--- config.mk ---
export PLATFORM = sky130hd
export DESIGN_NAME = frv_gpr_wb_queue
export DESIGN_NICKNAME = d
export VERILOG_FILES = /design/src/rtl/frv_gpr_wb_queue.sv
export SDC_FILE = /design/constraint.sdc
export NUM_CORES = 1
export LEC_CHECK = 0
export ABC_AREA = 1
export BUFFER_PORTS_ARGS = -buffer_cell sky130_fd_sc_hd__buf_2
export CORE_MARGIN = 2
export CORE_UTILIZATION = 30
export DETAILED_ROUTE_END_ITERATION = 16
export PLACE_DENSITY = 0.45
export SLEW_MARGIN = 30
export SYNTH_ARGS = -nofsm -noshare
export SYNTH_HDL_FRONTEND = slang
export SYNTH_SLANG_ARGS = --single-unit
--- constraint.sdc ---
create_clock -name g_clk -period 18.5 [get_ports g_clk]
set_input_delay 0.925 -clock g_clk [delete_from_list [all_inputs] [get_ports g_clk]]
set_output_delay 0.925 -clock g_clk [all_outputs]
set_load 0.005 [all_outputs]
--- src/rtl/frv_gpr_wb_queue.sv ---
// Write-back arbiter in front of the GPR file write port.
// The primary (in-order) result always wins the port. Secondary (late) results are
// buffered in an in-order FIFO and drain whenever the primary is idle. A starvation
// counter asks upstream to pause the primary so the FIFO can drain.
module frv_gpr_wb_queue #(
    parameter int DEPTH        = 4,
    parameter int STARVE_LIMIT = 8
) (
    input  logic        g_clk,
    input  logic        g_reset,
    input  logic        p_wen,
    input  logic        p_wide,
    input  logic [4:0]  p_addr,
    input  logic [31:0] p_wdata,
    input  logic [31:0] p_wdata_hi,
    input  logic        p_hi_rev,
    output logic        p_stall,
    input  logic        s_valid,
    output logic        s_ready,
    input  logic        s_wide,
    input  logic [4:0]  s_addr,
    input  logic [31:0] s_wdata,
    input  logic [31:0] s_wdata_hi,
    input  logic        s_hi_rev,
    input  logic [4:0]  rs1_addr,
    input  logic [4:0]  rs2_addr,
    input  logic [4:0]  rs3_addr,
    output logic        rs1_pend,
    output logic        rs2_pend,
    output logic        rs3_pend,
    output logic        rd_wen,
    output logic        rd_wide,
    output logic [4:0]  rd_addr,
    output logic [31:0] rd_wdata,
    output logic [31:0] rd_wdata_hi,
    output logic        rd_wdata_hi_rev
);
    localparam int AW = $clog2(DEPTH);
    localparam int CW = AW + 1;
    localparam int SW = $clog2(STARVE_LIMIT + 1);

    typedef struct packed {
        logic        wide;
        logic [4:0]  addr;
        logic [31:0] lo;
        logic [31:0] hi;
        logic        rev;
    } wb_t;

    wb_t             r_fifo [DEPTH];
    logic [AW-1:0]   r_wr_ptr;
    logic [AW-1:0]   r_rd_ptr;
    logic [CW-1:0]   r_cnt;
    logic [SW-1:0]   r_starve;
    wb_t             r_out;
    logic            r_out_wen;

    logic            w_s_ready;
    logic            w_enq;
    logic            w_pop;
    wb_t             w_p_ent;
    wb_t             w_s_ent;
    logic [AW-1:0]   w_off [DEPTH];
    logic [DEPTH-1:0] w_vld;
    logic [4:0]      w_rs [3];
    logic [2:0]      w_pend;

    // A wide write covers the even/odd pair, so it matches on addr[4:1]; x0 never pends.
    function automatic logic f_match(input logic wide, input logic [4:0] a, input logic [4:0] rs);
        if (rs == 5'd0) return 1'b0;
        return wide ? (a[4:1] == rs[4:1]) : (a == rs);
    endfunction

    // Acceptance depends only on registered occupancy; a pop in the same cycle does not free a slot early.
    assign w_s_ready = (r_cnt < CW'(DEPTH));
    assign s_ready   = w_s_ready && !g_reset;
    // Narrow writes to x0 complete the handshake but are discarded.
    assign w_enq     = s_valid && w_s_ready && (s_wide || (s_addr != 5'd0));
    assign w_pop     = !p_wen && (r_cnt != '0);
    assign p_stall   = (r_starve == SW'(STARVE_LIMIT));

    assign w_p_ent = '{wide: p_wide, addr: p_addr, lo: p_wdata, hi: p_wdata_hi, rev: p_hi_rev};
    assign w_s_ent = '{wide: s_wide, addr: s_addr, lo: s_wdata, hi: s_wdata_hi, rev: s_hi_rev};

    // An entry is live when its distance from the read pointer is below the occupancy.
    for (genvar i = 0; i < DEPTH; i++) begin : g_vld
        assign w_off[i] = AW'(i) - r_rd_ptr;
        assign w_vld[i] = (CW'(w_off[i]) < r_cnt);
    end

    assign w_rs[0] = rs1_addr;
    assign w_rs[1] = rs2_addr;
    assign w_rs[2] = rs3_addr;

    // Hazard detect against live FIFO entries and the output register while it is writing.
    always_comb begin
        w_pend = '0;
        for (int r = 0; r < 3; r++) begin
            if (r_out_wen && f_match(r_out.wide, r_out.addr, w_rs[r])) w_pend[r] = 1'b1;
            for (int i = 0; i < DEPTH; i++) begin
                if (w_vld[i] && f_match(r_fifo[i].wide, r_fifo[i].addr, w_rs[r])) w_pend[r] = 1'b1;
            end
        end
    end

    assign rs1_pend = w_pend[0];
    assign rs2_pend = w_pend[1];
    assign rs3_pend = w_pend[2];

    // FIFO storage: write at the tail on enqueue.
    always_ff @(posedge g_clk or posedge g_reset) begin
        if (g_reset) begin
            for (int i = 0; i < DEPTH; i++) r_fifo[i] <= '0;
        end else if (w_enq) begin
            r_fifo[r_wr_ptr] <= w_s_ent;
        end
    end

    // Pointers wrap naturally since DEPTH is a power of two; occupancy holds on enqueue+pop.
    always_ff @(posedge g_clk or posedge g_reset) begin
        if (g_reset) begin
            r_wr_ptr <= '0;
            r_rd_ptr <= '0;
            r_cnt    <= '0;
        end else begin
            if (w_enq) r_wr_ptr <= r_wr_ptr + 1'b1;
            if (w_pop) r_rd_ptr <= r_rd_ptr + 1'b1;
            case ({w_enq, w_pop})
                2'b10:   r_cnt <= r_cnt + 1'b1;
                2'b01:   r_cnt <= r_cnt - 1'b1;
                default: r_cnt <= r_cnt;
            endcase
        end
    end

    // Count cycles where queued data sat undrained; saturate at the limit.
    always_ff @(posedge g_clk or posedge g_reset) begin
        if (g_reset) begin
            r_starve <= '0;
        end else if ((r_cnt == '0) || w_pop) begin
            r_starve <= '0;
        end else if (r_starve != SW'(STARVE_LIMIT)) begin
            r_starve <= r_starve + 1'b1;
        end
    end

    // Output stage: primary first, then FIFO head; idle cycles keep the data fields.
    always_ff @(posedge g_clk or posedge g_reset) begin
        if (g_reset) begin
            r_out     <= '0;
            r_out_wen <= 1'b0;
        end else if (p_wen) begin
            r_out     <= w_p_ent;
            r_out_wen <= 1'b1;
        end else if (w_pop) begin
            r_out     <= r_fifo[r_rd_ptr];
            r_out_wen <= 1'b1;
        end else begin
            r_out_wen <= 1'b0;
        end
    end

    assign rd_wen          = r_out_wen;
    assign rd_wide         = r_out.wide;
    assign rd_addr         = r_out.addr;
    assign rd_wdata        = r_out.lo;
    assign rd_wdata_hi     = r_out.hi;
    assign rd_wdata_hi_rev = r_out.rev;
endmodule

[Word level (Yosys, flattened, before mapping)]
Cells that the tools add are included.
Storage, ports and cells
  bits in registers: 367
  bits in latches: 0
  memory bits (writable): 0
  ROM bits: 0
  input port bits: 161
  memories: 0
Cells by class
  add/sub/neg operators: 9
  multipliers: 0
  divide/modulo/power cells: 0
  $lt $le $gt $ge: 8
  equality and inequality tests: 34
  shifts and indexed selects: 0
  multiplexer cells: 64
  bitwise gates (word level): 2
  reductions and logical operators: 33
Operators by type and width (count)
  71-bit 2-to-1 mux: 5
  284-bit bitwise mux: 1
  71-bit binary-select mux with 2-bit select: 1
  71-bit demux with 2-bit select: 1
  5-bit == test: 15
  4-bit == test: 15
  1-bit 2-to-1 mux: 53
  1-bit logical AND: 20
  5-bit logical NOT: 3
  2-bit by 3-bit less-than comparator with 1-bit output: 4
  4-bit 2-to-1 mux: 2
  3-bit greater-or-equal comparator (second input constant): 2
  2-bit inverter with 3-bit output: 2
  3-bit one-hot mux with 2 select lines: 1
  2-bit nonzero test: 3
  5-bit nonzero test: 1
  2-bit by 1-bit adder with 2-bit output (second input constant): 2
  4-bit by 1-bit adder with 4-bit output (second input constant): 1
  4-bit == test (second input constant): 1
  4-bit != test (second input constant): 1
  1-bit by 2-bit subtractor with 2-bit output (first input constant): 2
  2-bit subtractor (first input constant): 2
  3-bit by 1-bit adder with 3-bit output (second input constant): 1
  3-bit logical NOT: 1
  other kinds (8): 10

[Depth between registers and ports, before layout]
Gate-level depths: netlist of the first run.
  word-level depth: 9
  depth in mapped cells: 13
  mapped depth without buffers: 12

[Worst setup path after synthesis of the first run]
OpenSTA, ideal clock, no wires.
  path type: flip-flop to output port
  start point: register r_rd_ptr[0]
  end point: output rs3_pend
  arrival: 1.837 ns
  required time: 17.575 ns
  slack: 15.738 ns
  stages on the path, launching flop included: 12
  path buffers: 1
  path through: dfrtp_1 -> nor2_2 -> buf_2 -> nor2_1 -> ha_1 -> inv_1 -> nor2_1 -> a21oi_1 -> nand2_1 -> nor2_1 -> nor2_1 -> a21oi_1
Between the ends
  longest elaborated chain between the ends: 7
  elaborated cells between the ends (all ways): 16
  those cells by class: add/sub (4); order compare (4); mux (4); reduce/logical (4)
RTL lines
  start: declaration: RTL line 52  | logic [AW-1:0] r_rd_ptr;
  start signal: assignment: RTL line 127  | if (w_pop) r_rd_ptr <= r_rd_ptr + 1'b1;
  1-bit by 2-bit subtractor with 2-bit output: RTL line 87  | assign w_off[i] = AW'(i) - r_rd_ptr;
  2-bit by 3-bit less-than comparator with 1-bit output: RTL line 88  | assign w_vld[i] = (CW'(w_off[i]) < r_cnt);
  1-bit logical AND: RTL line 101  | if (w_vld[i] && f_match(r_fifo[i].wide, r_fifo[i].addr, w_rs[r])) w_pend[r] = 1'b1;
  1-bit 2-to-1 mux (3 in series): RTL line 101
  1-bit 2-to-1 mux *: RTL line 101
  end: declaration: RTL line 30  | output logic rs3_pend,
Mark *: on every way between the ends. The rest lies on a longest branch, timed or not.

[Worst setup path in the final report of the first run]
  start point: register r_rd_ptr[1]
  end point: output rs3_pend
Same word-level chain as after synthesis.

==> results of run 1 <==
-- area by class of cell --
class	instances	area (um2)
Antenna cell	3	7.507
Clock buffer	64	1310
Clock inverter	16	158.9
Fill cell	6084	36970
Inverter	66	261.5
Multi-Input combinational cell	1724	7457
Sequential cell	367	9184
Tap cell	765	957.2
Timing Repair Buffer	255	1390
-- synthesized netlist by cell type --
cell and n:
sky130_fd_sc_hd__nand2_1 1292, sky130_fd_sc_hd__dfrtp_1 367, sky130_fd_sc_hd__nor2_1 124, sky130_fd_sc_hd__a31oi_1 66, sky130_fd_sc_hd__buf_2 66, sky130_fd_sc_hd__inv_1 57, sky130_fd_sc_hd__nand4_1 50, sky130_fd_sc_hd__clkbuf_1 46
sky130_fd_sc_hd__a22oi_1 40, sky130_fd_sc_hd__o21ai_0 38, sky130_fd_sc_hd__nand3_1 25, sky130_fd_sc_hd__xnor2_1 21, sky130_fd_sc_hd__buf_4 18, sky130_fd_sc_hd__xor2_1 16, sky130_fd_sc_hd__a21oi_1 15, sky130_fd_sc_hd__ha_1 11
sky130_fd_sc_hd__inv_2 9, sky130_fd_sc_hd__buf_1 6, sky130_fd_sc_hd__o22ai_1 5, sky130_fd_sc_hd__nor3_1 4, sky130_fd_sc_hd__nand2_2 3, sky130_fd_sc_hd__o2111ai_1 3, sky130_fd_sc_hd__nor2_4 2, sky130_fd_sc_hd__o211ai_1 2
sky130_fd_sc_hd__or2_2 2, sky130_fd_sc_hd__a211oi_1 1, sky130_fd_sc_hd__a21boi_0 1, sky130_fd_sc_hd__buf_6 1, sky130_fd_sc_hd__fa_1 1, sky130_fd_sc_hd__nand3_2 1, sky130_fd_sc_hd__nor2_2 1
-- cells in the final DEF (no fill, tap or decap), types with 2 or more instances in the layout --
cell type,n
sky130_fd_sc_hd__ha_1,11
sky130_fd_sc_hd__bufinv_16,3
sky130_fd_sc_hd__or2_2,2
sky130_fd_sc_hd__nand2_1,1289
sky130_fd_sc_hd__a31oi_1,66
sky130_fd_sc_hd__nand3_1,25
sky130_fd_sc_hd__o22ai_1,5
sky130_fd_sc_hd__diode_2,3
sky130_fd_sc_hd__dfrtp_1,367
sky130_fd_sc_hd__nor3_1,4
sky130_fd_sc_hd__o211ai_1,2
sky130_fd_sc_hd__a21oi_1,15
sky130_fd_sc_hd__nor2_1,124
sky130_fd_sc_hd__clkbuf_16,47
sky130_fd_sc_hd__nor2_4,3
sky130_fd_sc_hd__clkbuf_1,10
sky130_fd_sc_hd__clkinv_2,17
sky130_fd_sc_hd__xor2_1,16
sky130_fd_sc_hd__inv_2,5
sky130_fd_sc_hd__o21ai_0,38
sky130_fd_sc_hd__inv_1,55
sky130_fd_sc_hd__a22oi_1,40
sky130_fd_sc_hd__buf_6,9
sky130_fd_sc_hd__buf_2,236
sky130_fd_sc_hd__nand2_8,3
sky130_fd_sc_hd__nand4_1,50
sky130_fd_sc_hd__xnor2_1,21
sky130_fd_sc_hd__o2111ai_1,3
sky130_fd_sc_hd__nand2_2,2
sky130_fd_sc_hd__clkbuf_8,7
sky130_fd_sc_hd__buf_4,8
-- where the power goes --
group	switching (W)	internal [W]	leakage [nW]
clock network	0.000352	0.000533	0.735
registers	0.000235	0.00117	4.59
logic	0.000819	0.000450	5.53
total	0.00141	0.00215	10.8
-- worst register-to-register path: cells and delay by family (launching register included) --
kind                   cells  cell delay, ps
buffers and inverters      3            1510
and+or+nand+nor            3             710
DFF                        1             490
AOI/OAI and AO/OA          1             220
-- worst paths after layout --
kind,start,end,slack [ps],depth (start not counted)
setup / recovery,r_rd_ptr[1]$_DFFE_PP0P_,rs3_pend,14630,12
hold / removal,g_reset,rd_addr[4]$_DFFE_PP0P_,440,2
setup reg to reg,r_cnt[2]$_DFFE_PP0P_,r_fifo[141]$_DFFE_PP0P_,15420,7
hold reg to reg,r_fifo[33]$_DFFE_PP0P_,r_fifo[33]$_DFFE_PP0P_,480,2
max in group asynchronous,g_reset,r_fifo[35]$_DFFE_PP0P_,16250,4
min in group g_clk,r_fifo[33]$_DFFE_PP0P_,r_fifo[33]$_DFFE_PP0P_,480,2
-- stage by stage --
step | cell area (um2) | utilization | instances | power [W] | hold WS [ps]
finish | 20730 | 0.3592 | 3260 | 0.003558 | 444.1
global route | 20720 | 0.3591 | 3257 | 0.003841 | 475.8
CTS | 20650 | 0.3580 | 3255 | 0.003592 | 448.4
detailed placement | 19190 | 0.3325 | 3175 | 0.002684 | 464.8
global placement | 19140 | 0.3318 | 3175 | 0.002653 | 461.3
floorplan | 17490 | - | 2294 | 0.002213 | 449.2
-- cells by family after synthesis --
family	count (synthesis)
simple gates	1504
flops	367
buf+inv	203
compound gates	171
xor+xnor	37
fa+ha+maj	12
-- registers in the layout, indices dropped and copies added (netlist names) --
signal           flops
r_starve             4
rd_wide              1
r_cnt                3
rd_wdata_hi         32
rd_wdata            32
r_wr_ptr             2
rd_addr              5
r_rd_ptr             2
rd_wen               1
rd_wdata_hi_rev      1
r_fifo             284
-- per-layer routing --
| layer | wire length [um] | global-route usage |
|---|---|---|
| met3 | 3562 | 0.04398 |
| met2 | 26870 | 0.3109 |
| met5 | 118 | 0 |
| met1 | 27350 | 0.2690 |
| met4 | 1167 | 0.04902 |
==> report_table.html, run 1 <==
<table>
<tr><th>Metric</th><th>Value</th></tr>
<tr><th colspan="2">Outcome</th></tr>
<tr><td>Outcome</td><td>finished clean</td></tr>
<tr><th colspan="2">Global routing</th></tr>
<tr><td>Overflow left after global routing</td><td>0</td></tr>
<tr><td>Number of global-route vias before repair</td><td>about 15,000</td></tr>
<tr><td>Antenna violations before repair</td><td>12</td></tr>
<tr><td>Overall Global Routing Usage</td><td>0.1956</td></tr>
<tr><td>Maximum number of pins on one net before global-route repair</td><td>79</td></tr>
<tr><td>First-pass GRT wire length</td><td>91,450 um</td></tr>
<tr><th colspan="2">Clock network</th></tr>
<tr><td>Count of hold-fix buffers inserted at cts</td><td>0</td></tr>
<tr><td>CTS tree</td><td>done</td></tr>
<tr><td>Number of buffers on the longest clock path</td><td>3</td></tr>
<tr><td>H-tree levels</td><td>2</td></tr>
<tr><td>Root buffer cell</td><td>sky130_fd_sc_hd__clkbuf_16</td></tr>
<tr><td>Count of clock tree sinks</td><td>367</td></tr>
<tr><td>Post-cts resize count</td><td>0</td></tr>
<tr><td>Register clock-pin slew on the reported worst setup and hold paths</td><td>about 60 ps</td></tr>
<tr><td>Skew-Pair Late Insertion Delay</td><td>570 ps</td></tr>
<tr><td>Post-CTS Setup Bufs</td><td>0</td></tr>
<tr><td>Inserted Clock Buffers</td><td>45</td></tr>
<tr><th colspan="2">Drt</th></tr>
<tr><td>DRC errors left</td><td>0</td></tr>
<tr><td>Number of antenna-violating nets in the routed design</td><td>0</td></tr>
<tr><td>Via Count</td><td>15,626</td></tr>
<tr><td>Initial DRC Count</td><td>roughly 1,300</td></tr>
<tr><td>Post-detailed-route wirelength per cell</td><td>18.12 um</td></tr>
<tr><td>Total wirelength of the detailed-routed design</td><td>59,070 um</td></tr>
<tr><td>Routed via count divided by cell count</td><td>4.793</td></tr>
<tr><td>First-pass DRT Iterations</td><td>6</td></tr>
<tr><th colspan="2">Placed design</th></tr>
<tr><td>RePlAce Congestion</td><td>0.8917</td></tr>
<tr><td>Post-Place Worst Slack</td><td>14,200 ps</td></tr>
<tr><td>PortBufs</td><td>237</td></tr>
<tr><td>Sum of net half-perimeters after detailed placement</td><td>34,290 um</td></tr>
<tr><th colspan="2">Logic synthesis</th></tr>
<tr><td>Post-Synth Simple-Gate Area</td><td>0.3340</td></tr>
<tr><td>Parity-gate share of the synthesized area counting xor and xnor cells</td><td>0.01852</td></tr>
<tr><td>Number of register bits inferred by synthesis</td><td>367</td></tr>
<tr><td>Share of synthesized area occupied by flip-flops and latches</td><td>0.5250</td></tr>
<tr><td>Net count of the mapped netlist</td><td>2,467</td></tr>
<tr><td>Synth area leader</td><td>sky130_fd_sc_hd__dfrtp_1</td></tr>
<tr><td>Cell types with the largest area share after synthesis</td><td>sky130_fd_sc_hd__dfrtp_1, sky130_fd_sc_hd__nand2_1, sky130_fd_sc_hd__nor2_1</td></tr>
<tr><td>Synthesized-area fraction occupied by ao, oa, aoi and oai cells</td><td>0.06094</td></tr>
<tr><td>Syn avg cell area</td><td>7.626 um2</td></tr>
<tr><td>Netlist area before placement</td><td>approximately 0.017 mm2</td></tr>
<tr><td>Mux share of post-synthesis cell area</td><td>0</td></tr>
<tr><td>Number of library cell types mapped by synthesis</td><td>31</td></tr>
<tr><td>Largest family of logic cells by synthesized area</td><td>simple AND/OR/NAND/NOR gates</td></tr>
<tr><td>Number of instances in the synthesized netlist</td><td>2,294</td></tr>
<tr><td>Adder-cell share of the synthesized area</td><td>0.009012</td></tr>
<tr><td>Area share of the largest cell type after synthesis</td><td>0.5250</td></tr>
<tr><td>Yosys Warn Count</td><td>0</td></tr>
<tr><th colspan="2">Worst setup path</th></tr>
<tr><td>Peak per-stage delay on the critical path</td><td>550 ps</td></tr>
<tr><td>Crit Path Max Fanout</td><td>6</td></tr>
<tr><td>CP max-delay cell</td><td>sky130_fd_sc_hd__dfrtp_1</td></tr>
<tr><td>Cell class contributing the biggest share of worst-path delay</td><td>simple AND/OR/NAND/NOR gates</td></tr>
<tr><td>Kind of end point of the critical path</td><td>output port</td></tr>
<tr><td>Most Frequent Cell on Critical Path</td><td>sky130_fd_sc_hd__nor2_1</td></tr>
<tr><td>CP cell instances</td><td>nand2_2 -&gt; inv_2 -&gt; nor2_1 -&gt; ha_1 -&gt; inv_1 -&gt; nor2_1 -&gt; a21oi_1 -&gt; nand2_1 -&gt; nor2_1 -&gt; nor2_1 -&gt; a21oi_1 -&gt; buf_2</td></tr>
<tr><td>Count of buffer and inverter cells on the critical path</td><td>3</td></tr>
<tr><td>Critical path startpoint category</td><td>flip-flop</td></tr>
<tr><td>Data required time of the critical path</td><td>17,570 ps</td></tr>
<tr><td>Arrival time at the worst endpoint</td><td>between 2000 and 3000 ps</td></tr>
<tr><td>Critical path type</td><td>reg -&gt; out</td></tr>
<tr><th colspan="2">Die</th></tr>
<tr><td>Area of the die</td><td>approximately 0.060 mm2</td></tr>
<tr><td>Area of the placeable core</td><td>0.05770 mm2</td></tr>
<tr><td>Site row count</td><td>between 80 and 90</td></tr>
<tr><td>Die Span Y</td><td>around 250 um</td></tr>
<tr><td>Number of ports placed on the die boundary</td><td>238</td></tr>
<tr><td>Chip width</td><td>around 250 um</td></tr>
<tr><td>Effective utilization at floorplan</td><td>0.3032</td></tr>
<tr><th colspan="2">STA</th></tr>
<tr><td>Smallest setup slack after layout</td><td>between 10,000 and 15,000 ps</td></tr>
<tr><td>Fin. max-slew vios</td><td>0</td></tr>
<tr><td>Max Clock Freq</td><td>258.6 MHz</td></tr>
<tr><td>Actual slew at the worst max-slew pin</td><td>907.7 ps</td></tr>
<tr><td>Worst slew margin relative to its limit</td><td>0.3948</td></tr>
<tr><td>Setup_tns</td><td>0 ps</td></tr>
<tr><td>Final cycle utilization of the critical path</td><td>0.2090</td></tr>
<tr><td>Final setup fails</td><td>0</td></tr>
<tr><td>Unrepaired setup endpoints after global routing</td><td>false</td></tr>
<tr><td>Minimum period implied by the final worst setup slack</td><td>3867 ps</td></tr>
<tr><td>Number of hold-slack violations in the final timing report</td><td>0</td></tr>
<tr><td>Final worst clock skew</td><td>between 10 and 15 ps</td></tr>
<tr><th colspan="2">Flow run</th></tr>
<tr><td>Max-cap violation count</td><td>0</td></tr>
<tr><th colspan="2">Power and ir drop</th></tr>
<tr><td>Leakage</td><td>10.85 nW</td></tr>
<tr><td>IR Drop Worst-Case VDD</td><td>just over 80 uV</td></tr>
<tr><td>Power density of the placed cells</td><td>171.7 mW/mm2</td></tr>
<tr><th colspan="2">Hold path</th></tr>
<tr><td>HP Class</td><td>in -&gt; async</td></tr>
<tr><th colspan="2">Finish</th></tr>
<tr><td>Nets</td><td>between 2,000 and 3,000</td></tr>
<tr><td>Area growth from synthesis to final layout</td><td>18.47%</td></tr>
<tr><td>Share of cells above drive strength 1</td><td>0.1396</td></tr>
</table>
Note: power is estimated with default switching activity, not from simulation.
==> inputs of run 2 (changes only) <==
- PLACE_DENSITY: 0.45 -> 0.47
- clock period: 18.5 -> 3.35 ns (I/O delays scaled with it)
==> run 2 against run 1 <==
Effect of this change: global-route usage increased by 0.46 points; total power increased to 5.6 times the previous value; flip-flop and latch count unchanged; non-clock buffer count increased by 154; critical path depth decreased by 1; die area unchanged; highest routed layer unchanged; combinational power increased to 5.7 times the previous value; worst hold slack got worse by 210 ps; routed wire length increased by 2.2%; register-to-register slack got worse by 14000 ps.
==> report_table.html, run 2 (synthesis gave the netlist of run 1 again) <==
<table>
<tr><th>Metric</th><th>Value</th></tr>
<tr><th colspan="2">Finish</th></tr>
<tr><td>Most frequent standard cell in the layout excluding fill and tap cells</td><td>sky130_fd_sc_hd__nand2_1</td></tr>
<tr><td>Largest register FFs</td><td>284 (unchanged)</td></tr>
<tr><td>Share of cells above drive strength 1</td><td>0.1349 (-0.004726)</td></tr>
<tr><td>Nets</td><td>2,785 (+5.8%)</td></tr>
<tr><td>Register bank with the most flops</td><td>r_fifo</td></tr>
<tr><td>Final non-filler cell total</td><td>3,411 (+4.6%)</td></tr>
<tr><td>ANT cells</td><td>0 (-3)</td></tr>
<tr><td>Post-layout utilization of the core</td><td>0.3876 (+0.02841)</td></tr>
<tr><td>Summed area of non-filler cells in the final layout</td><td>0.02237 mm2 (+7.9%)</td></tr>
<tr><td>Area growth from synthesis to final layout</td><td>27.84%</td></tr>
<tr><td>Most used cells in the layout excluding fill and tap cells</td><td>sky130_fd_sc_hd__nand2_1, sky130_fd_sc_hd__dfrtp_1, sky130_fd_sc_hd__buf_2</td></tr>
<tr><th colspan="2">Die</th></tr>
<tr><td>Effective utilization at floorplan</td><td>0.3032 (unchanged)</td></tr>
<tr><td>Site row count</td><td>88 (unchanged)</td></tr>
<tr><td>Die Span Y</td><td>245.5 um (unchanged)</td></tr>
<tr><td>Area of the placeable core</td><td>0.05770 mm2 (unchanged)</td></tr>
<tr><td>Number of ports placed on the die boundary</td><td>238 (unchanged)</td></tr>
<tr><td>Area of the die</td><td>0.06026 mm2 (unchanged)</td></tr>
<tr><td>Chip width</td><td>245.5 um (unchanged)</td></tr>
<tr><th colspan="2">Hold path</th></tr>
<tr><td>Start point of the worst min-delay path</td><td>p_wen</td></tr>
<tr><td>HP Class</td><td>in -&gt; reg</td></tr>
<tr><td>Number of stages on the worst hold path</td><td>4</td></tr>
<tr><th colspan="2">STA</th></tr>
<tr><td>Worst slew margin relative to its limit</td><td>0.3284 (-0.06642)</td></tr>
<tr><td>Max Clock Freq</td><td>351.0 MHz</td></tr>
<tr><td>Final cycle utilization of the critical path</td><td>0.8504</td></tr>
<tr><td>Fin. max-slew vios</td><td>0 (unchanged)</td></tr>
<tr><td>Minimum period implied by the final worst setup slack</td><td>2849 ps</td></tr>
<tr><td>Final worst clock skew</td><td>13.60 ps (+1.762 ps)</td></tr>
<tr><td>Setup_tns</td><td>0 ps (unchanged)</td></tr>
<tr><td>Number of hold-slack violations in the final timing report</td><td>0 (unchanged)</td></tr>
<tr><td>Actual slew at the worst max-slew pin</td><td>1007 ps (+99.63 ps)</td></tr>
<tr><td>Final setup fails</td><td>0 (unchanged)</td></tr>
<tr><td>Unrepaired setup endpoints after global routing</td><td>false</td></tr>
<tr><td>Worst hold slack after final layout</td><td>236.4 ps (-207.6 ps)</td></tr>
<tr><th colspan="2">Worst setup path</th></tr>
<tr><td>Critical path startpoint category</td><td>flip-flop</td></tr>
<tr><td>Crit Path Max Fanout</td><td>7 (+1)</td></tr>
<tr><td>FF-to-FF path depth</td><td>8 (+1)</td></tr>
<tr><td>Critical path origin</td><td>r_rd_ptr[0]$_DFFE_PP0P_</td></tr>
<tr><td>Worst r2r src</td><td>r_cnt[2]$_DFFE_PP0P_</td></tr>
<tr><td>Reg2reg setup slack</td><td>1200 ps (-14,220 ps)</td></tr>
<tr><td>Kind of end point of the critical path</td><td>output port</td></tr>
<tr><td>Critical path type</td><td>reg -&gt; out</td></tr>
<tr><td>Data required time of the critical path</td><td>3180 ps (-14,390 ps)</td></tr>
<tr><td>Arrival time at the worst endpoint</td><td>2680 ps (-260 ps)</td></tr>
<tr><th colspan="2">Placed design</th></tr>
<tr><td>RePlAce Congestion</td><td>0.8802 (-1.3%)</td></tr>
<tr><td>Sum of net half-perimeters after detailed placement</td><td>35,490 um (+3.5%)</td></tr>
<tr><td>DP Area</td><td>0.01940 mm2 (+1.1%)</td></tr>
<tr><td>Placed Cells incl. Taps</td><td>3,187 (+0.38%)</td></tr>
<tr><td>PortBufs</td><td>237 (unchanged)</td></tr>
<tr><th colspan="2">Drt</th></tr>
<tr><td>Total wirelength of the detailed-routed design</td><td>60,350 um (+2.2%)</td></tr>
<tr><td>Number of antenna-violating nets in the routed design</td><td>0 (unchanged)</td></tr>
<tr><td>Initial DRC Count</td><td>1,328 (+1.6%)</td></tr>
<tr><td>Post-detailed-route wirelength per cell</td><td>17.69 um (-2.3%)</td></tr>
<tr><td>First-pass DRT Iterations</td><td>5 (-1)</td></tr>
<tr><td>Via Count</td><td>16,148 (+3.3%)</td></tr>
<tr><td>Routed via count divided by cell count</td><td>4.734 (-1.2%)</td></tr>
<tr><td>DRC errors left</td><td>0 (unchanged)</td></tr>
<tr><th colspan="2">Power and ir drop</th></tr>
<tr><td>IR Drop Worst-Case VDD</td><td>376.6 uV (+360%)</td></tr>
<tr><td>Leakage</td><td>11.56 nW (+6.6%)</td></tr>
<tr><td>Net switching power of the design</td><td>0.007787 W (+450%)</td></tr>
<tr><td>Comb pwr share</td><td>0.361 (+0.004)</td></tr>
<tr><td>Sequential cell fraction of total power</td><td>0.389 (-0.006)</td></tr>
<tr><td>Int Pwr</td><td>0.01221 W (+470%)</td></tr>
<tr><td>Power density of the placed cells</td><td>893.9 mW/mm2 (+420%)</td></tr>
<tr><td>Part of the power in the clock network</td><td>0.250 (about the same)</td></tr>
<tr><td>Sw Share</td><td>0.3895 (-0.005507)</td></tr>
<tr><th colspan="2">Global routing</th></tr>
<tr><td>Maximum number of pins on one net before global-route repair</td><td>120 (+52%)</td></tr>
<tr><td>Number of global-route vias before repair</td><td>15,976 (+4.4%)</td></tr>
<tr><td>Overflow left after global routing</td><td>0 (unchanged)</td></tr>
<tr><td>Overall Global Routing Usage</td><td>0.2002 (+0.004642)</td></tr>
<tr><td>Antenna violations before repair</td><td>5 (-7)</td></tr>
<tr><td>First-pass GRT wire length</td><td>93,940 um (+2.7%)</td></tr>
<tr><th colspan="2">Clock network</th></tr>
<tr><td>Count of hold-fix buffers inserted at cts</td><td>144 (+144)</td></tr>
<tr><td>Number of buffers on the longest clock path</td><td>3 (unchanged)</td></tr>
<tr><td>Post-CTS Setup Bufs</td><td>0 (unchanged)</td></tr>
<tr><td>Register clock-pin slew on the reported worst setup and hold paths</td><td>60 ps (about the same)</td></tr>
<tr><td>Post-cts resize count</td><td>0 (unchanged)</td></tr>
<tr><td>Skew-Pair Late Insertion Delay</td><td>580 ps (about the same)</td></tr>
<tr><td>Inserted Clock Buffers</td><td>44 (-2.2%)</td></tr>
<tr><td>Count of clock tree sinks</td><td>367 (unchanged)</td></tr>
<tr><td>Root buffer cell</td><td>sky130_fd_sc_hd__clkbuf_16</td></tr>
<tr><td>H-tree levels</td><td>2 (unchanged)</td></tr>
<tr><td>CTS tree</td><td>done</td></tr>
<tr><th colspan="2">Outcome</th></tr>
<tr><td>Outcome</td><td>finished clean</td></tr>
<tr><th colspan="2">Flow run</th></tr>
<tr><td>Max-cap violation count</td><td>0 (unchanged)</td></tr>
</table>
run 2: cell types whose count changed in the layout (fill, tap and decap cells not counted), sizes merged:
cell         before  now
buf             255  265
bufinv            3    4
clkbuf           64   68
clkinv           17   12
clkinvlp          0    2
diode             3    0
dlygate4sd3       0  144
inv              62   60
run 2: power groups by stage:
| stage | Sequential [W] | Clock, W | Combinational, W |
|---|---|---|---|
| floorplan | 0.00754 | 0 | 0.00468 |
| global placement | 0.00777 | 0 | 0.00701 |
| detailed placement | 0.00781 | 0 | 0.00715 |
| CTS | 0.00777 | 0.00515 | 0.00731 |
| global route | 0.00803 | 0.00533 | 0.00820 |
| finish | 0.00778 | 0.00500 | 0.00721 |
run 2: worst max-delay path, cell delays in order (launching register included):
cell and delay [ps]:
sky130_fd_sc_hd__dfrtp_1 480, sky130_fd_sc_hd__nor2_4 260, sky130_fd_sc_hd__nor2_1 100, sky130_fd_sc_hd__ha_1 270, sky130_fd_sc_hd__inv_1 50, sky130_fd_sc_hd__nor2_1 30
sky130_fd_sc_hd__a21oi_1 270, sky130_fd_sc_hd__nand2_1 110, sky130_fd_sc_hd__nor2_1 110, sky130_fd_sc_hd__nor2_1 50, sky130_fd_sc_hd__a21oi_1 220, sky130_fd_sc_hd__buf_2 160
run 2: cell type report:
| class | instances | area, um2 |
|---|---|---|
| Sequential cell | 367 | 9184 |
| Timing Repair Buffer | 409 | 3018 |
| Clock inverter | 12 | 173.9 |
| Clock buffer | 68 | 1344 |
| Inverter | 66 | 257.7 |
| Fill cell | 6043 | 35330 |
| Tap cell | 765 | 957.2 |
| Multi-Input combinational cell | 1724 | 7431 |
run 2: final timing paths:
path,endpoint
max reg2reg,r_fifo[244]$_DFFE_PP0P_
min in group asynchronous,r_fifo[66]$_DFFE_PP0P_
min,rd_wdata_hi_rev$_DFFE_PP0P_
max in group asynchronous,r_fifo[264]$_DFFE_PP0P_
min reg2reg,r_fifo[125]$_DFFE_PP0P_
max,rs3_pend
run 2: metal layers:
metal  up-vias  share of wire  GRT usage
met2       453           0.45     0.3182
met5         -         0.0011          0
li1       7829              -          -
met1      7756           0.47     0.2813
met4        10          0.021    0.05936
met3       100          0.053    0.03012
run 2: through the flow:
| step | worst slack (ps) | power [W] |
|---|---|---|
| after floorplan | -1742 | 0.01222 |
| after global placement | 1125 | 0.01478 |
| after detailed placement | 1101 | 0.01495 |
| after CTS | 489.7 | 0.02022 |
| after global routing | 406.5 | 0.02157 |
| final | 501.3 | 0.01999 |
==> inputs of run 3 (changes only) <==
- CORE_UTILIZATION: 30 -> 52
- PLACE_DENSITY: 0.47 -> 0.74
==> run 3 against run 2 <==
Effect of this change: count of clock-buffer cells in the layout down 10; clock power down 9.2%; worst hold slack worse by 120 ps; global-route usage up 10 points; final area down 2.9%; setup slack better by 150 ps; utilization up 26 points; maximum frequency up 5.6%; cell count down 9.5%; critical path depth up 2; sequential power up 0.8%; sequential share of layout area up 1.2 points.
==> report_table.html, run 3 (synthesis gave the netlist of run 1 again) <==
<table>
<tr><th>Metric</th><th>Value</th></tr>
<tr><th colspan="2">Outcome</th></tr>
<tr><td>Outcome</td><td>finished clean</td></tr>
<tr><th colspan="2">Worst setup path</th></tr>
<tr><td>Number of logic stages on the critical path including buffering</td><td>13 (+2)</td></tr>
<tr><td>Count of buffer and inverter cells on the critical path</td><td>4 (+2)</td></tr>
<tr><td>Worst reg2reg endpoint</td><td>rd_wdata_hi[29]$_DFFE_PP0P_</td></tr>
<tr><td>Critical path origin</td><td>r_rd_ptr[1]$_DFFE_PP0P_</td></tr>
<tr><td>Kind of end point of the critical path</td><td>output port</td></tr>
<tr><td>CP Capture Point</td><td>rs2_pend</td></tr>
<tr><td>Crit Path Max Fanout</td><td>6 (-1)</td></tr>
<tr><td>Peak per-stage delay on the critical path</td><td>490 ps (about the same)</td></tr>
<tr><td>Arrival time at the worst endpoint</td><td>2530 ps (-150 ps)</td></tr>
<tr><td>CP cell instances</td><td>nand2_2 -&gt; inv_2 -&gt; nor2_1 -&gt; inv_1 -&gt; ha_1 -&gt; nand3_1 -&gt; nand2_1 -&gt; inv_1 -&gt; nand2_1 -&gt; nor2_1 -&gt; nor2_1 -&gt; a21oi_1 -&gt; buf_2</td></tr>
<tr><td>Critical path startpoint category</td><td>flip-flop</td></tr>
<tr><td>Critical path type</td><td>reg -&gt; out</td></tr>
<tr><td>Reg2reg setup slack</td><td>1030 ps (-170 ps)</td></tr>
<tr><td>Cell class contributing the biggest share of worst-path delay</td><td>simple AND/OR/NAND/NOR gates</td></tr>
<tr><td>CP max-delay cell</td><td>sky130_fd_sc_hd__dfrtp_1</td></tr>
<tr><td>Worst r2r src</td><td>r_rd_ptr[1]$_DFFE_PP0P_</td></tr>
<tr><td>Data required time of the critical path</td><td>3180 ps (about the same)</td></tr>
<tr><td>Most Frequent Cell on Critical Path</td><td>sky130_fd_sc_hd__nor2_1</td></tr>
<tr><td>FF-to-FF path depth</td><td>7 (-1)</td></tr>
<tr><th colspan="2">STA</th></tr>
<tr><td>Actual slew at the worst max-slew pin</td><td>999.2 ps (-8.147 ps)</td></tr>
<tr><td>Final setup fails</td><td>0 (unchanged)</td></tr>
<tr><td>Final cycle utilization of the critical path</td><td>0.8050 (-0.04538)</td></tr>
<tr><td>Minimum period implied by the final worst setup slack</td><td>2697 ps (-152.0 ps)</td></tr>
<tr><td>Max Clock Freq</td><td>370.8 MHz (+5.6%)</td></tr>
<tr><td>Worst slew margin relative to its limit</td><td>0.3338 (+0.005432)</td></tr>
<tr><td>Setup_tns</td><td>0 ps (unchanged)</td></tr>
<tr><td>Number of hold-slack violations in the final timing report</td><td>0 (unchanged)</td></tr>
<tr><td>Unrepaired setup endpoints after global routing</td><td>false</td></tr>
<tr><td>Fin. max-slew vios</td><td>0 (unchanged)</td></tr>
<tr><td>Worst hold slack after final layout</td><td>117.4 ps (-119.0 ps)</td></tr>
<tr><td>Final worst clock skew</td><td>15.12 ps (+1.517 ps)</td></tr>
<tr><th colspan="2">Placed design</th></tr>
<tr><td>Sum of net half-perimeters after detailed placement</td><td>30,230 um (-15%)</td></tr>
<tr><td>RePlAce Congestion</td><td>0.9178 (+4.3%)</td></tr>
<tr><td>PortBufs</td><td>237 (unchanged)</td></tr>
<tr><th colspan="2">Clock network</th></tr>
<tr><td>Root buffer cell</td><td>sky130_fd_sc_hd__clkbuf_16</td></tr>
<tr><td>H-tree levels</td><td>2 (unchanged)</td></tr>
<tr><td>Number of buffers on the longest clock path</td><td>3 (unchanged)</td></tr>
<tr><td>CTS tree</td><td>done</td></tr>
<tr><td>Count of clock tree sinks</td><td>367 (unchanged)</td></tr>
<tr><td>Skew-Pair Late Insertion Delay</td><td>530 ps (-50 ps)</td></tr>
<tr><td>Inserted Clock Buffers</td><td>40 (-9.1%)</td></tr>
<tr><td>Post-CTS Setup Bufs</td><td>0 (unchanged)</td></tr>
<tr><td>Register clock-pin slew on the reported worst setup and hold paths</td><td>60 ps (about the same)</td></tr>
<tr><th colspan="2">Power and ir drop</th></tr>
<tr><td>Comb pwr share</td><td>0.361 (about the same)</td></tr>
<tr><td>Int Pwr</td><td>0.01181 W (-3.2%)</td></tr>
<tr><td>Power density of the placed cells</td><td>891.0 mW/mm2 (-0.33%)</td></tr>
<tr><td>Sequential cell fraction of total power</td><td>0.405 (+0.016)</td></tr>
<tr><td>Leakage</td><td>11.44 nW (-1.1%)</td></tr>
<tr><td>Part of the power in the clock network</td><td>0.234 (-0.016)</td></tr>
<tr><td>IR Drop Worst-Case VDD</td><td>486.5 uV (+29%)</td></tr>
<tr><td>Sw Share</td><td>0.3898 (about the same)</td></tr>
<tr><td>Net switching power of the design</td><td>0.007545 W (-3.1%)</td></tr>
<tr><th colspan="2">Die</th></tr>
<tr><td>Effective utilization at floorplan</td><td>0.5243 (+0.2211)</td></tr>
<tr><td>Site row count</td><td>67 (-24%)</td></tr>
<tr><td>Area of the placeable core</td><td>0.03336 mm2 (-42%)</td></tr>
<tr><td>Die Span Y</td><td>187.4 um (-24%)</td></tr>
<tr><td>Chip width</td><td>187.4 um (-24%)</td></tr>
<tr><td>Area of the die</td><td>0.03513 mm2 (-42%)</td></tr>
<tr><td>Number of ports placed on the die boundary</td><td>238 (unchanged)</td></tr>
<tr><th colspan="2">Drt</th></tr>
<tr><td>Number of antenna-violating nets in the routed design</td><td>0 (unchanged)</td></tr>
<tr><td>DRC errors left</td><td>0 (unchanged)</td></tr>
<tr><td>First-pass DRT Iterations</td><td>5 (unchanged)</td></tr>
<tr><td>Via Count</td><td>16,621 (+2.9%)</td></tr>
<tr><td>Post-detailed-route wirelength per cell</td><td>17.26 um (-2.5%)</td></tr>
<tr><td>Initial DRC Count</td><td>1,535 (+16%)</td></tr>
<tr><td>Routed via count divided by cell count</td><td>5.382 (+14%)</td></tr>
<tr><td>Total wirelength of the detailed-routed design</td><td>53,290 um (-12%)</td></tr>
<tr><th colspan="2">Global routing</th></tr>
<tr><td>Overflow left after global routing</td><td>0 (unchanged)</td></tr>
<tr><td>Number of global-route vias before repair</td><td>16,397 (+2.6%)</td></tr>
<tr><td>Antenna violations before repair</td><td>3 (-2)</td></tr>
<tr><td>Maximum number of pins on one net before global-route repair</td><td>87 (-28%)</td></tr>
<tr><td>Overall Global Routing Usage</td><td>0.3028 (+0.1025)</td></tr>
<tr><td>First-pass GRT wire length</td><td>85,950 um (-8.5%)</td></tr>
<tr><th colspan="2">Finish</th></tr>
<tr><td>Post-layout utilization of the core</td><td>0.6512 (+0.2635)</td></tr>
<tr><td>Area growth from synthesis to final layout</td><td>24.19%</td></tr>
<tr><td>Share of cells above drive strength 1</td><td>0.1339 (-0.001056)</td></tr>
<tr><td>Most frequent standard cell in the layout excluding fill and tap cells</td><td>sky130_fd_sc_hd__nand2_1</td></tr>
<tr><td>Nets</td><td>2,780 (-0.18%)</td></tr>
<tr><td>Register bank with the most flops</td><td>r_fifo</td></tr>
<tr><td>Number of filler instances in the final layout</td><td>2,799 (-54%)</td></tr>
<tr><td>Most used cells in the layout excluding fill and tap cells</td><td>sky130_fd_sc_hd__nand2_1, sky130_fd_sc_hd__dfrtp_1, sky130_fd_sc_hd__buf_2</td></tr>
<tr><td>Largest register FFs</td><td>284 (unchanged)</td></tr>
<tr><th colspan="2">Flow run</th></tr>
<tr><td>Max-cap violation count</td><td>0 (unchanged)</td></tr>
<tr><th colspan="2">Hold path</th></tr>
<tr><td>Start point of the worst min-delay path</td><td>p_wen</td></tr>
<tr><td>HP Class</td><td>in -&gt; reg</td></tr>
</table>
## run 3: cell count changes in the layout (fill, tap and decap cells not counted), sizes merged
cell         before  now
bufinv            4    3
clkbuf           68   58
clkinv           12    9
diode             0    3
dlygate4sd3     144  143
inv              60   66
## run 3: metal layers
metal / part of all wire / vias to the layer above / track usage / routed length (um)
met5: 0 / - / 0 / 0
met4: 0.025 / 0 / 0.08843 / 1341
met3: 0.081 / 111 / 0.04841 / 4341
met2: 0.47 / 785 / 0.4993 / 24960
met1: 0.43 / 7915 / 0.4164 / 22650
li1: - / 7810 / - / -
## run 3: how the worst min path moves through the flow
| stage | end | slack, ps | cells past startpoint |
|---|---|---|---|
| 2_1_floorplan | r_fifo[0]$_DFFE_PP0P_ | 280 | 2 |
| 6_report | r_rd_ptr[0]$_DFFE_PP0P_ | 120 | 4 |
| 5_1_grt | r_wr_ptr[0]$_DFFE_PP0P_ | 130 | 5 |
| 3_5_place_dp | r_fifo[74]$_DFFE_PP0P_ | 310 | 2 |
| 4_1_cts | r_wr_ptr[0]$_DFFE_PP0P_ | 100 | 5 |
| 3_3_place_gp | r_fifo[74]$_DFFE_PP0P_ | 310 | 2 |
## run 3: through the flow
step                      std cells  total power (W)  cell area [um2]  worst slack [ps]
final                          3088          0.01936            21730             653.3
after global routing           3087          0.02071            21720             432.7
after CTS                      3084          0.01927            21690             644.7
after detailed placement       2869          0.01452            18890              1114
after global placement         2869          0.01425            18890              1209
after floorplan                2294          0.01222            17500             -1742
## run 3: area by class of cell
type	instances	area (um2)	area share
tap	448	560.5	0.02580
clock inverter	14	166.4	0.007660
inverter	66	251.5	0.01158
clock buffer	58	1201	0.05529
sequential	367	9184	0.4227
multi-input combinational	1724	7416	0.3413
timing repair buffer	408	2939	0.1353
antenna	3	7.507	0.0003455
## run 3: worst reg2reg max path, delay by kind of cell (launching register included)
kind            cells  cell delay [ps]
compound gates      2              470
buf+inv             2              840
flops               1              540
simple gates        3              370
## run 3: what timing repair did
item | CTS | global route
gates resized for setup | 0 | 0
hold buffers | 143 | 0
endpoints found under the setup margin | 0 | 0
endpoints found under the hold margin | 374 | 0
## run 3: power groups by stage
stage	registers (W)	clock network [W]	logic, W
after floorplan	0.00754	0	0.00468
after global placement	0.00776	0	0.00650
after detailed placement	0.00782	0	0.00671
after CTS	0.00778	0.00459	0.00689
after global routing	0.00807	0.00477	0.00787
final	0.00784	0.00454	0.00698
